--- config.mk ---
export PLATFORM = sky130hd
export DESIGN_NAME = tdes_input_stager
export DESIGN_NICKNAME = d
export VERILOG_FILES = /design/src/rtl/tdes_pkg.sv /design/src/rtl/tdes_sync_fifo.sv /design/src/rtl/tdes_input_stager.sv
export SDC_FILE = /design/constraint.sdc
export NUM_CORES = 1
export LEC_CHECK = 0
export CAP_MARGIN = 5
export CELL_PAD_IN_SITES_DETAIL_PLACEMENT = 1
export CELL_PAD_IN_SITES_GLOBAL_PLACEMENT = 1
export CORE_MARGIN = 1
export CORE_UTILIZATION = 45
export CTS_CLUSTER_DIAMETER = 80
export CTS_CLUSTER_SIZE = 20
export DETAILED_ROUTE_END_ITERATION = 10
export PLACE_DENSITY = 0.9
export SLEW_MARGIN = 20
export SYNTH_ARGS = -nofsm -noshare
export SYNTH_HDL_FRONTEND = slang
export SYNTH_SLANG_ARGS = --single-unit
--- constraint.sdc ---
create_clock -name HCLK -period 23.1 [get_ports HCLK]
set_clock_uncertainty 0.2 [all_clocks]
set_input_delay 6.93 -clock HCLK [delete_from_list [all_inputs] [get_ports HCLK]]
set_output_delay 6.93 -clock HCLK [all_outputs]
set_load 0.01 [all_outputs]
--- src/rtl/tdes_pkg.sv ---
// tdes_pkg
//   Shared definitions for the triple-DES input stager: register address
//   codes decoded from the low nibble of HADDR, the issue FSM state type and
//   default widths/depths.
package tdes_pkg;

    localparam int DATA_W_DEFAULT     = 64;
    localparam int FIFO_DEPTH_DEFAULT = 4;

    localparam logic [3:0] ADDR_MODE = 4'h0;
    localparam logic [3:0] ADDR_KEY1 = 4'h1;
    localparam logic [3:0] ADDR_KEY2 = 4'h2;
    localparam logic [3:0] ADDR_KEY3 = 4'h3;
    localparam logic [3:0] ADDR_DATA = 4'h4;
    localparam logic [3:0] ADDR_CLR  = 4'hF;

    typedef enum logic [1:0] {
        IDLE  = 2'd0,
        ISSUE = 2'd1,
        BUSY  = 2'd2
    } stager_state_t;

endpackage

--- src/rtl/tdes_sync_fifo.sv ---
// tdes_sync_fifo
//   Small synchronous FIFO holding data chunks waiting for the DES core.
//   The head entry is always visible on 'head'; fullness is tracked with an
//   explicit occupancy counter, so pointers simply wrap modulo DEPTH.
//
// Ports
//   clk    in   clock, rising edge
//   rst    in   asynchronous reset, active-high
//   push   in   write 'data' (ignored when full)
//   pop    in   discard head entry (ignored when empty)
//   flush  in   empty the FIFO; overrides push and pop
//   data   in   WIDTH  entry to push
//   head   out  WIDTH  oldest entry
//   count  out  number of entries held
//   full   out  count == DEPTH
//   empty  out  count == 0
//
// DEPTH must be a power of two, at least 2.
module tdes_sync_fifo #(
    parameter  int WIDTH = 64,
    parameter  int DEPTH = 4,
    localparam int PTR_W = $clog2(DEPTH),
    localparam int CNT_W = PTR_W + 1
) (
    input  logic             clk,
    input  logic             rst,
    input  logic             push,
    input  logic             pop,
    input  logic             flush,
    input  logic [WIDTH-1:0] data,
    output logic [WIDTH-1:0] head,
    output logic [CNT_W-1:0] count,
    output logic             full,
    output logic             empty
);

    logic [WIDTH-1:0] mem [DEPTH];
    logic [PTR_W-1:0] wr_ptr;
    logic [PTR_W-1:0] rd_ptr;
    logic             do_push;
    logic             do_pop;

    assign full    = (count == CNT_W'(DEPTH));
    assign empty   = (count == '0);
    // Full is judged on the current count, so a same-edge pop never makes room.
    assign do_push = push && !full && !flush;
    assign do_pop  = pop && !empty && !flush;
    assign head    = mem[rd_ptr];

    always_ff @(posedge clk) begin
        if (do_push) begin
            mem[wr_ptr] <= data;
        end
    end

    always_ff @(posedge clk or posedge rst) begin
        if (rst) begin
            wr_ptr <= '0;
            rd_ptr <= '0;
            count  <= '0;
        end else if (flush) begin
            wr_ptr <= '0;
            rd_ptr <= '0;
            count  <= '0;
        end else begin
            if (do_push) begin
                wr_ptr <= wr_ptr + PTR_W'(1);
            end
            if (do_pop) begin
                rd_ptr <= rd_ptr + PTR_W'(1);
            end
            case ({do_push, do_pop})
                2'b10:   count <= count + CNT_W'(1);
                2'b01:   count <= count - CNT_W'(1);
                default: count <= count;
            endcase
        end
    end

endmodule

--- src/rtl/tdes_input_stager.sv ---
// tdes_input_stager
//   Stages register writes from the AHB-Lite slave controller for the
//   triple-DES core: holds mode and the three keys, queues data chunks and
//   hands them to the core one at a time with a start/done handshake.
//
// Ports
//   HCLK          in   clock, rising edge
//   HRESET        in   asynchronous reset, active-high
//   wr_en         in   one-cycle write strobe
//   wr_addr       in   4  register code (0 mode, 1-3 keys, 4 data, F clear)
//   wr_data       in   DATA_W write data
//   core_done     in   core finished the current chunk
//   core_start    out  one-cycle start pulse
//   core_data     out  DATA_W chunk for the core, held until core_done
//   key_one/two/three out DATA_W held keys
//   enc_dec       out  1 = encrypt, 0 = decrypt
//   fifo_count    out  chunks buffered
//   fifo_full/fifo_empty out FIFO status
//   keys_valid    out  all three keys written since reset
//   overflow_err  out  sticky: data write while FIFO full
//   key_err       out  sticky: mode/key write while locked
//
// state | meaning
// IDLE  | nothing in flight; pops the FIFO head when keys are valid
// ISSUE | core_start asserted for this single cycle
// BUSY  | chunk in flight, core_data held, waiting for core_done
module tdes_input_stager
    import tdes_pkg::*;
#(
    parameter  int DATA_W     = DATA_W_DEFAULT,
    parameter  int FIFO_DEPTH = FIFO_DEPTH_DEFAULT,
    localparam int CNT_W      = $clog2(FIFO_DEPTH) + 1
) (
    input  logic              HCLK,
    input  logic              HRESET,
    input  logic              wr_en,
    input  logic [3:0]        wr_addr,
    input  logic [DATA_W-1:0] wr_data,
    input  logic              core_done,
    output logic              core_start,
    output logic [DATA_W-1:0] core_data,
    output logic [DATA_W-1:0] key_one,
    output logic [DATA_W-1:0] key_two,
    output logic [DATA_W-1:0] key_three,
    output logic              enc_dec,
    output logic [CNT_W-1:0]  fifo_count,
    output logic              fifo_full,
    output logic              fifo_empty,
    output logic              keys_valid,
    output logic              overflow_err,
    output logic              key_err
);

    stager_state_t     state_q;
    stager_state_t     state_d;
    logic [2:0]        key_mask;
    logic [DATA_W-1:0] fifo_head;
    logic              issue;
    logic              key_lock;

    logic wr_mode;
    logic wr_key1;
    logic wr_key2;
    logic wr_key3;
    logic wr_chunk;
    logic wr_clr;
    logic wr_cfg;

    assign wr_mode  = wr_en && (wr_addr == ADDR_MODE);
    assign wr_key1  = wr_en && (wr_addr == ADDR_KEY1);
    assign wr_key2  = wr_en && (wr_addr == ADDR_KEY2);
    assign wr_key3  = wr_en && (wr_addr == ADDR_KEY3);
    assign wr_chunk = wr_en && (wr_addr == ADDR_DATA);
    assign wr_clr   = wr_en && (wr_addr == ADDR_CLR);
    assign wr_cfg   = wr_mode || wr_key1 || wr_key2 || wr_key3;

    assign keys_valid = &key_mask;

    // Chunks queued before the key set is complete cannot have been issued,
    // so the lock only bites once keys are valid; this lets the final key
    // write release chunks that were queued early.
    assign key_lock = (state_q != IDLE) || (!fifo_empty && keys_valid);

    tdes_sync_fifo #(
        .WIDTH (DATA_W),
        .DEPTH (FIFO_DEPTH)
    ) u_fifo (
        .clk   (HCLK),
        .rst   (HRESET),
        .push  (wr_chunk),
        .pop   (issue),
        .flush (wr_clr),
        .data  (wr_data),
        .head  (fifo_head),
        .count (fifo_count),
        .full  (fifo_full),
        .empty (fifo_empty)
    );

    always_ff @(posedge HCLK or posedge HRESET) begin
        if (HRESET) begin
            state_q <= IDLE;
        end else begin
            state_q <= state_d;
        end
    end

    // A clear leaves the FSM where it is, so it also blocks a pop from IDLE
    // on the same edge.
    always_comb begin
        state_d    = state_q;
        core_start = 1'b0;
        issue      = 1'b0;
        unique case (state_q)
            IDLE: begin
                if (!fifo_empty && keys_valid && !wr_clr) begin
                    issue   = 1'b1;
                    state_d = ISSUE;
                end
            end
            ISSUE: begin
                core_start = 1'b1;
                state_d    = BUSY;
            end
            BUSY: begin
                if (core_done) begin
                    state_d = IDLE;
                end
            end
            default: state_d = IDLE;
        endcase
    end

    always_ff @(posedge HCLK or posedge HRESET) begin
        if (HRESET) begin
            core_data <= '0;
        end else if (issue) begin
            core_data <= fifo_head;
        end
    end

    always_ff @(posedge HCLK or posedge HRESET) begin
        if (HRESET) begin
            enc_dec   <= 1'b0;
            key_one   <= '0;
            key_two   <= '0;
            key_three <= '0;
            key_mask  <= '0;
        end else if (!key_lock) begin
            if (wr_mode) begin
                enc_dec <= wr_data[0];
            end
            if (wr_key1) begin
                key_one     <= wr_data;
                key_mask[0] <= 1'b1;
            end
            if (wr_key2) begin
                key_two     <= wr_data;
                key_mask[1] <= 1'b1;
            end
            if (wr_key3) begin
                key_three   <= wr_data;
                key_mask[2] <= 1'b1;
            end
        end
    end

    always_ff @(posedge HCLK or posedge HRESET) begin
        if (HRESET) begin
            overflow_err <= 1'b0;
            key_err      <= 1'b0;
        end else if (wr_clr) begin
            overflow_err <= 1'b0;
            key_err      <= 1'b0;
        end else begin
            if (wr_chunk && fifo_full) begin
                overflow_err <= 1'b1;
            end
            if (wr_cfg && key_lock) begin
                key_err <= 1'b1;
            end
        end
    end

endmodule
# Word-level counts from Yosys, hierarchy flattened
# Memory sizes are Yosys's and may differ from the RTL's. A register that Yosys moved wholly into a read port is not among the register bits.
# Index checks and enable logic that the tools add are counted.
# Widths: inputs -> output; s select.
# classes
addsub	4
eq_ne	12
muxes	18
bitwise	1
reduce_logical	36
# op_table
cell	n
$logic_and 1x1->1	14
$mux 2	6
$reduce_and 2->1	5
$reduce_bool 2->1	5
$mux 1	9
$eq 4x2->1 const B	2
$pmux 2 s3	1
$pmux 3 s2	1
$add 2x1->2 const B	2
$eq 2x1->1 const B	2
$eq 2x2->1 const B	2
$eq 4x1->1 const B	1
$eq 4x3->1 const B	1
$eq 4x4->1 const B	1
$logic_not 4->1	1
$logic_or 1x1->1	4
$ne 2x2->1 const B	2
$add 3x1->3 const B	1
$eq 3x3->1 const B	1
$logic_not 1->1	3
$logic_not 3->1	1
$mux 3	1
$reduce_and 3->1	1
$reduce_bool 3->1	1
3 further kinds	3
# word_totals
regBits	207
ramBits	256
elab_cells	85
memories	1
# memory_table
memory	depth	word_bits	read_ports	rd_ports_with_merged_regs	wr	line_no	text
u_fifo.mem	4	64	1	1	1	tdes_sync_fifo.sv:37	logic [WIDTH-1:0] mem [DEPTH];

# Depth between registers and ports, before layout
# Gate-level depths: netlist of run 1.
# depth
word_depth	11
depth_mapped	11
ltp_nobuf	9

# Cells and area by module
# A second synthesis of run 1 with hierarchy kept.
# unflattened
cells_unflattened	984
area_unflattened_um2	19738.9
# modules_own_cells
module	instances	cells_per_inst	area_per_inst_um2
tdes_input_stager	1	583	9927.0
tdes_sync_fifo	1	401	9811.9

# Worst setup path after synthesis of run 1
# Ideal clock, no wire load.
# synth_path
path_kind	in2reg
start	in wr_addr[0]
end	mem u_fifo.mem[0][0], enable pin
setup_time_ns	0.429
arrival_time_ns	9.214
setup_slack_ns	13.257
path_stages	3
path_buffers	0
path_cell_list	or2_2 > nor4_2 > and2_1
# synth_via
elab_chain_len	6
# synth_rtl
item	line_no	text
start, declared	tdes_input_stager.sv:37	input logic [3:0] wr_addr,
$eq 4x3->1 or $eq 4x4->1 (tied branches)	tdes_input_stager.sv:73, tdes_input_stager.sv:74	
$logic_and 1x1->1, on equally long branches	tdes_input_stager.sv:73, tdes_input_stager.sv:74	
$logic_and 1x1->1 or $logic_not 1->1 (tied branches)	tdes_sync_fifo.sv:46	assign do_push = push && !full && !flush;
$logic_and 1x1->1 (*)	tdes_sync_fifo.sv:46	
$mux 1 (*)	tdes_sync_fifo.sv:51	if (do_push) begin
$mux 1 (implied by the code) (*)	tdes_sync_fifo.sv:52	mem[wr_ptr] <= data;
end, declared	tdes_sync_fifo.sv:37	
# Mark *: on every way between the ends. The rest lies on a longest branch, timed or not.

# Worst setup path in the final report of run 1
# layout_path
start	in wr_addr[1]
end	reg u_fifo.count[2]
# layout_via
elab_chain_len	11
# layout_rtl
item	line_no	text
$eq 4x4->1	tdes_input_stager.sv:74	assign wr_clr = wr_en && (wr_addr == ADDR_CLR);
$logic_and 1x1->1	tdes_input_stager.sv:74	
$logic_not 1->1	tdes_sync_fifo.sv:46, tdes_sync_fifo.sv:47, tdes_input_stager.sv:116	
$logic_and 1x1->1	tdes_input_stager.sv:116	if (!fifo_empty && keys_valid && !wr_clr) begin
$mux 1	tdes_input_stager.sv:116	
$mux 1	tdes_input_stager.sv:114	unique case (state_q)
$logic_and 1x1->1 (2 in series)	tdes_sync_fifo.sv:47	assign do_pop = pop && !empty && !flush;
$eq 2x1->1 or $eq 2x2->1 (tied branches)	tdes_sync_fifo.sv:72	case ({do_push, do_pop})
$pmux 3 s2	tdes_sync_fifo.sv:72	
$mux 3	tdes_sync_fifo.sv:61	end else if (flush) begin
end signal, assigned	tdes_sync_fifo.sv:73	2'b10: count <= count + CNT_W'(1);
end signal, assigned	tdes_sync_fifo.sv:74	2'b01: count <= count - CNT_W'(1);
end signal, assigned	tdes_sync_fifo.sv:75	default: count <= count;
end, declared	tdes_sync_fifo.sv:32	output logic [CNT_W-1:0] count,
# Parallel ways exist; a longest one is shown, timed or not.
# A chain may end at the register's enable or synchronous reset.

==> out/metrics.csv, run 1 <==
metric;value;unit
layout cell share with drive strength beyond 1;0.202;
Initial DRC Count;515;
area of the multi-input gates;0.00493;mm2
max-cap viol count;0;
Worst path max stage delay;0.80;ns
Buffers on Ports;337;
core region area;0.0431;mm2
total track usage;0.208;
FF+latch count, synth;527;
count leader, synth;dfrtp_1;
routed vias/inst;5.17;
Hold Fails Final Rpt;0;
met1 Use GR;0.249;
leakage;0.00942;uW
slowest stage cell on the critical path;buf_4;
worst slack at placement;12.67;ns
Finished Layout Cells;1904;
DRC Markers;0;
Critical Path RT;23.41;ns
post-route ant nets;0;
vias in the first global route;11400;
worst-path maximum fanout;66;
met3 GRT Util;0.0461;
total iterations of the first detailed-routing run;4;
worst skew pair latency;0.59;ns
dominant cell type by area after synthesis;edfxtp_1;
synthesized area per cell;20.6;um2
Num CTS Buffers;31;
row cnt;76;
drt total wl;45500;um
# hold bufs at CTS;0;
number of fill cells;3792;
Synth top area share;0.390;
starting density of the core;0.457;
clock sinks;527;
VDD IR max;0.0000863;V
initial antenna violation count;0;
outcome;finished, final reports clean;
post-CTS setup repair buffer count;0;
Final min period;9.77;ns
Synth Cell Area;0.0197;mm2
Cells after DPL;1844;
critical path type;in -> reg;
die width;211;um
synthesis-to-finish area growth;24.9;%
Highest Clock Rate;102;MHz
CTS Buffer Depth;3;
pwr/cell area;128;mW/mm2
Ant. Diodes;0;
Final WS setup;13.33;ns
Ys Warns;0;
top-level port count;338;
GRT overflow;0;
Setup crit start kind;primary input;
htree depth;1;
critical path endpoint category;flip-flop;
post-synthesis cell count;955;
largest net degree at the start of global routing;85;
top_reg_cell synth;dfrtp_1;
period utilization;0.423;
GRT Max-Usage Layer;met2;
die height;211;um
die area;0.0446;mm2
HPWL Detailed;29200;um
endpoints failing setup;0;
Max-slew headroom;0.262;
most area-consuming cells after synthesis;edfxtp_1 (39%), dfrtp_1 (34%), mux4_2 (7.3%);
Hold Crit Class;reg -> reg;
syn_nets;1033;
final net count;1372;
Reg area;0.0145;mm2
synth cell count leaders;dfrtp_1 (271), edfxtp_1 (256), mux2_1 (117), mux2_2 (100), mux4_2 (64);
Worst Tran Pin Value;1.11;ns
Pins Over Slew Limit;0;
post_cts resized;0;
gpl congestion;0.758;
RSZ-0062 raised after global routing;false;
CP Cell Sequence;clkdlybuf4s50_1 > nand2_1 > o21ai_4 > buf_4 > inv_1 > ha_1 > fa_1 > xnor2_1 > or3_1 > a21oi_1;
synth unique cells;38;
WL per Instance;23.9;um
Post-synth EDFFs;256;
first-pass GRT wire length;70000;um
Setup TNS;0;ns
vias;9838;
Seq/Total Area, Yosys;0.735;
CTS tree;done;
Post-synth ARST share;0.514;
clk root buf;clkbuf_16;
Worst EP arrival;10.08;ns
routing usage on met2;0.379;
CTS clk-pin slew, worst paths;0.09;ns
critical path, delay by kind of cell:
family	cells	cell delay, ns
buf+inv	3	1.52
xor+xnor	1	0.14
compound gates	2	0.31
fa+ha+maj	2	0.67
simple gates	2	0.48
per-stage QoR:
| step | util | power (uW) | instance area (um2) | hold WS, ns |
|---|---|---|---|---|
| 5_1_grt | 0.571 | 3290 | 24600 | 0.311 |
| 6_report | 0.571 | 3140 | 24600 | 0.284 |
| 3_3_place_gp | 0.548 | 2540 | 23600 | 0.250 |
| 4_1_cts | 0.569 | 3190 | 24500 | 0.291 |
| 2_1_floorplan | - | 1930 | 19700 | 0.234 |
| 3_5_place_dp | 0.548 | 2620 | 23600 | 0.268 |
sequential cells by signal, indices dropped and copies added (netlist names):
| register | cells |
|---|---|
| u_fifo.mem | 256 |
| core_data | 64 |
| key_one | 64 |
| key_three | 64 |
| key_two | 64 |
| key_mask | 3 |
| u_fifo.count | 3 |
| state_q | 2 |
| u_fifo.rd_ptr | 2 |
| u_fifo.wr_ptr | 2 |
| enc_dec | 1 |
| key_err | 1 |
| overflow_err | 1 |
area by class of cell:
cell class,instances,share of cell area
clock buffers,53,0.0353
inverters,7,0.00137
multi-input cells,379,0.201
repair buffers,348,0.142
clock inverters,5,0.00193
flip-flops and latches,527,0.589
well taps,585,0.0298
per-layer routing:
| metal | wire, um | up-vias |
|---|---|---|
| li1 | - | 4301 |
| met1 | 17500 | 5216 |
| met2 | 24300 | 256 |
| met3 | 2680 | 65 |
| met4 | 939 | 0 |
| met5 | 0 | - |
cell families (layout without fill, tap and decap cells):
group                    count (synthesis)  after routing  share of synthesized area
AO/OA/AOI/OAI                            9              9                    0.00299
XOR/XNOR                                 4              4                    0.00178
adder cells (fa/ha/maj)                  6              6                    0.00419
buffers and inverters                   49            413                     0.0162
flip-flops                             527            527                      0.735
multiplexers                           322            322                      0.228
AND/OR/NAND/NOR                         38             38                     0.0115
path summary, 6_finish.rpt:
path / start / end / slack [ns] / cells past startpoint
setup / recovery: wr_addr[1] / u_fifo.count[2] / 13.33 / 10
hold / removal: key_mask[2] / key_mask[2] / 0.28 / 1
setup reg to reg: u_fifo.count[0] / u_fifo.count[2] / 19.58 / 10
hold reg to reg: key_mask[2] / key_mask[2] / 0.28 / 1
max in group asynchronous: HRESET / key_three[21] / 13.92 / 4
min in group asynchronous: HRESET / core_data[55] / 6.59 / 2
cell usage in the layout, fill, tap and decap left out, types with 3 or more instances in the layout:
cell             Yosys  layout
and2_4               0       4
buf_4                3       9
clkbuf_1             7      21
clkbuf_16            0      31
clkdlybuf4s50_1      0     337
dfrtp_1            271     269
edfxtp_1           256     256
ha_1                 5       5
inv_1                7       6
mux2_1             117     117
mux2_2             100     100
mux2_4              40      40
mux4_2              64      64
nand2_1              4       4
nand2b_1             3       3
nor2_1              10      10
power by group:
group | internal [uW] | switching [uW]
sequential | 1230 | 183
combinational | 715 | 453
clock | 259 | 298
No activity file was read; power rests on OpenSTA's default activity.
==> inputs of run 2 (changes only) <==
--- a/config.mk
+++ b/config.mk
@@ -9,11 +9,11 @@
 export CELL_PAD_IN_SITES_DETAIL_PLACEMENT = 1
 export CELL_PAD_IN_SITES_GLOBAL_PLACEMENT = 1
 export CORE_MARGIN = 1
-export CORE_UTILIZATION = 45
+export CORE_UTILIZATION = 41
 export CTS_CLUSTER_DIAMETER = 80
 export CTS_CLUSTER_SIZE = 20
 export DETAILED_ROUTE_END_ITERATION = 10
-export PLACE_DENSITY = 0.9
+export PLACE_DENSITY = 0.87
 export SLEW_MARGIN = 20
 export SYNTH_ARGS = -nofsm -noshare
 export SYNTH_HDL_FRONTEND = slang
==> constraint.sdc (replaced) <==
create_clock -name HCLK -period 8.7 [get_ports HCLK]
set_clock_uncertainty 0.2 [all_clocks]
set_input_delay 2.61 -clock HCLK [delete_from_list [all_inputs] [get_ports HCLK]]
set_output_delay 2.61 -clock HCLK [all_outputs]
set_load 0.01 [all_outputs]
==> out/metrics.csv, run 2 (same netlist as run 1, synthesis figures left out) <==
metric;value;unit;change
largest net degree at the start of global routing;139;;was 85
# hold bufs at CTS;0;;unchanged
CTS tree;done;;unchanged
worst-path maximum fanout;9;;was 66
Buffers on Ports;337;;unchanged
gpl congestion;0.714;;was 0.758
die area;0.0489;mm2;was 0.0446 mm2
post_cts resized;0;;unchanged
initial antenna violation count;1;;was 0
Num CTS Buffers;30;;was 31
die height;221;um;was 211 um
period utilization;0.602;;
max-cap viol count;0;;unchanged
final core utilization;0.523;;was 0.571
row cnt;79;;was 76
clock sinks;527;;unchanged
critical path type;in -> reg;;unchanged
Highest Clock Rate;191;MHz;
worst slack at placement;2.84;ns;was 12.67 ns
Hold Crit Class;reg -> reg;;unchanged
Setup TNS;0;ns;unchanged
post-route ant nets;0;;unchanged
worst skew pair latency;0.59;ns;about the same
vias;9948;;was 9838
Final WS setup;3.46;ns;was 13.33 ns
post-CTS setup repair buffer count;0;;unchanged
outcome;finished, final reports clean;;unchanged
WL per Instance;23.8;um;was 23.9 um
Hold Fails Final Rpt;0;;unchanged
Worst Tran Pin Value;1.07;ns;was 1.11 ns
first-pass GRT wire length;71200;um;was 70000 um
pwr/cell area;338;mW/mm2;was 128 mW/mm2
Final min period;5.24;ns;
Ant. Diodes;0;;unchanged
Setup crit start kind;primary input;;unchanged
vias in the first global route;11300;;was 11400
Worst EP arrival;5.55;ns;was 10.08 ns
top-level port count;338;;unchanged
leakage;0.00938;uW;was 0.00942 uW
Cells after DPL;1866;;was 1844
total track usage;0.189;;was 0.208
DRC Markers;0;;unchanged
starting density of the core;0.419;;was 0.457
final net count;1369;;was 1372
most frequent cells in the layout;clkdlybuf4s50_1 (337), dfrtp_1 (269), edfxtp_1 (256);;unchanged
CTS Buffer Depth;3;;unchanged
Finished Layout Cells;1921;;was 1904
VDD IR max;0.000202;V;was 0.0000863 V
Worst path max stage delay;0.55;ns;was 0.80 ns
largest register by flop count;u_fifo.mem;;unchanged
slowest stage cell on the critical path;clkdlybuf4s50_1;;was buf_4
Critical Path RT;9.01;ns;was 23.41 ns
synthesis-to-finish area growth;24.6;%;was 24.9%
HPWL Detailed;29300;um;was 29200 um
Pins Over Slew Limit;0;;unchanged
RSZ-0062 raised after global routing;false;;unchanged
htree depth;1;;unchanged
Max-slew headroom;0.285;;was 0.262
CTS clk-pin slew, worst paths;0.08;ns;was 0.09 ns
number of fill cells;4210;;was 3792
CP Cell Sequence;clkdlybuf4s50_1 > or2_2 > nor4_2 > inv_1 > ha_1 > fa_1 > xnor2_1 > or3_1 > a21oi_1;;was clkdlybuf4s50_1 > nand2_1 > o21ai_4 > buf_4 > inv_1 > ha_1 > fa_1 > xnor2_1 > or3_1 > a21oi_1
die width;221;um;was 211 um
total iterations of the first detailed-routing run;4;;unchanged
Hold Slack;0.279;ns;was 0.284 ns
clk root buf;clkbuf_16;;unchanged
core region area;0.0470;mm2;was 0.0431 mm2
routed vias/inst;5.18;;was 5.17
max reg flops;256;;unchanged
layout cell share with drive strength beyond 1;0.199;;was 0.202
drt total wl;45600;um;was 45500 um
GRT overflow;0;;unchanged
critical path endpoint category;flip-flop;;unchanged
endpoints failing setup;0;;unchanged
most common cell after layout, fill and taps aside;clkdlybuf4s50_1;;unchanged
Initial DRC Count;446;;was 515
-- run 2: cell types whose count changed in the layout (fill, tap and decap cells not counted), sizes merged --
cell | previous run | this run
inv | 10 | 7
clkbuf | 53 | 52
clkinvlp | 0 | 1
buf | 11 | 9
-- run 2: worst max-delay path, delay by kind of cell --
family                     cells  cell delay [ns]
adders and majority gates      2             0.67
buffers and inverters          2             0.68
and+or+nand+nor                3             1.29
xor gates and xnor gates       1             0.16
AOI/OAI and AO/OA              1             0.15
-- run 2: layout make-up --
class	instances	area, um2	share of cell area
Sequential cell	527	14500	0.590
Multi-Input combinational cell	379	4930	0.201
Timing Repair Buffer	346	3470	0.141
Clock buffer	52	855	0.0348
Tap cell	607	759	0.0310
Inverter	7	30.0	0.00122
Clock inverter	3	18.8	0.000765
-- run 2: through the flow --
step                instance area [um2]  total power (uW)
finish                            24500              8280
global route                      24500              8700
CTS                               24500              8420
detailed placement                23700              6940
global placement                  23700              6760
floorplan                         19700              5140
-- run 2: final timing paths --
kind,from,to,slack [ns],depth (start not counted)
worst max-delay path,wr_addr[0],u_fifo.count[2],3.46,9
worst min-delay path,key_mask[1],key_mask[1],0.28,1
worst max register to register,u_fifo.count[0],key_three[28],5.63,5
worst min register to register,key_mask[1],key_mask[1],0.28,1
max in group asynchronous,HRESET,u_fifo.rd_ptr[0],4.61,4
min in group asynchronous,HRESET,key_three[1],2.33,3
-- run 2: power breakdown --
| part | leakage, uW | switching (uW) | internal (uW) | total (uW) |
|---|---|---|---|---|
| Clock | 0.000419 | 777 | 670 | 1450 |
| Sequential | 0.00562 | 504 | 3270 | 3770 |
| Combinational | 0.00334 | 1170 | 1900 | 3070 |
| Total | 0.00938 | 2450 | 5840 | 8280 |
-- run 2: routing by layer --
metal  share of wire  up-vias  track usage  wire length (um)
li1                -     4297            -                 -
met1            0.41     5346        0.240             18900
met2            0.51      256        0.332             23400
met3           0.060       47       0.0478              2730
met4           0.013        2       0.0309               610
met5         0.00028        -            0                13
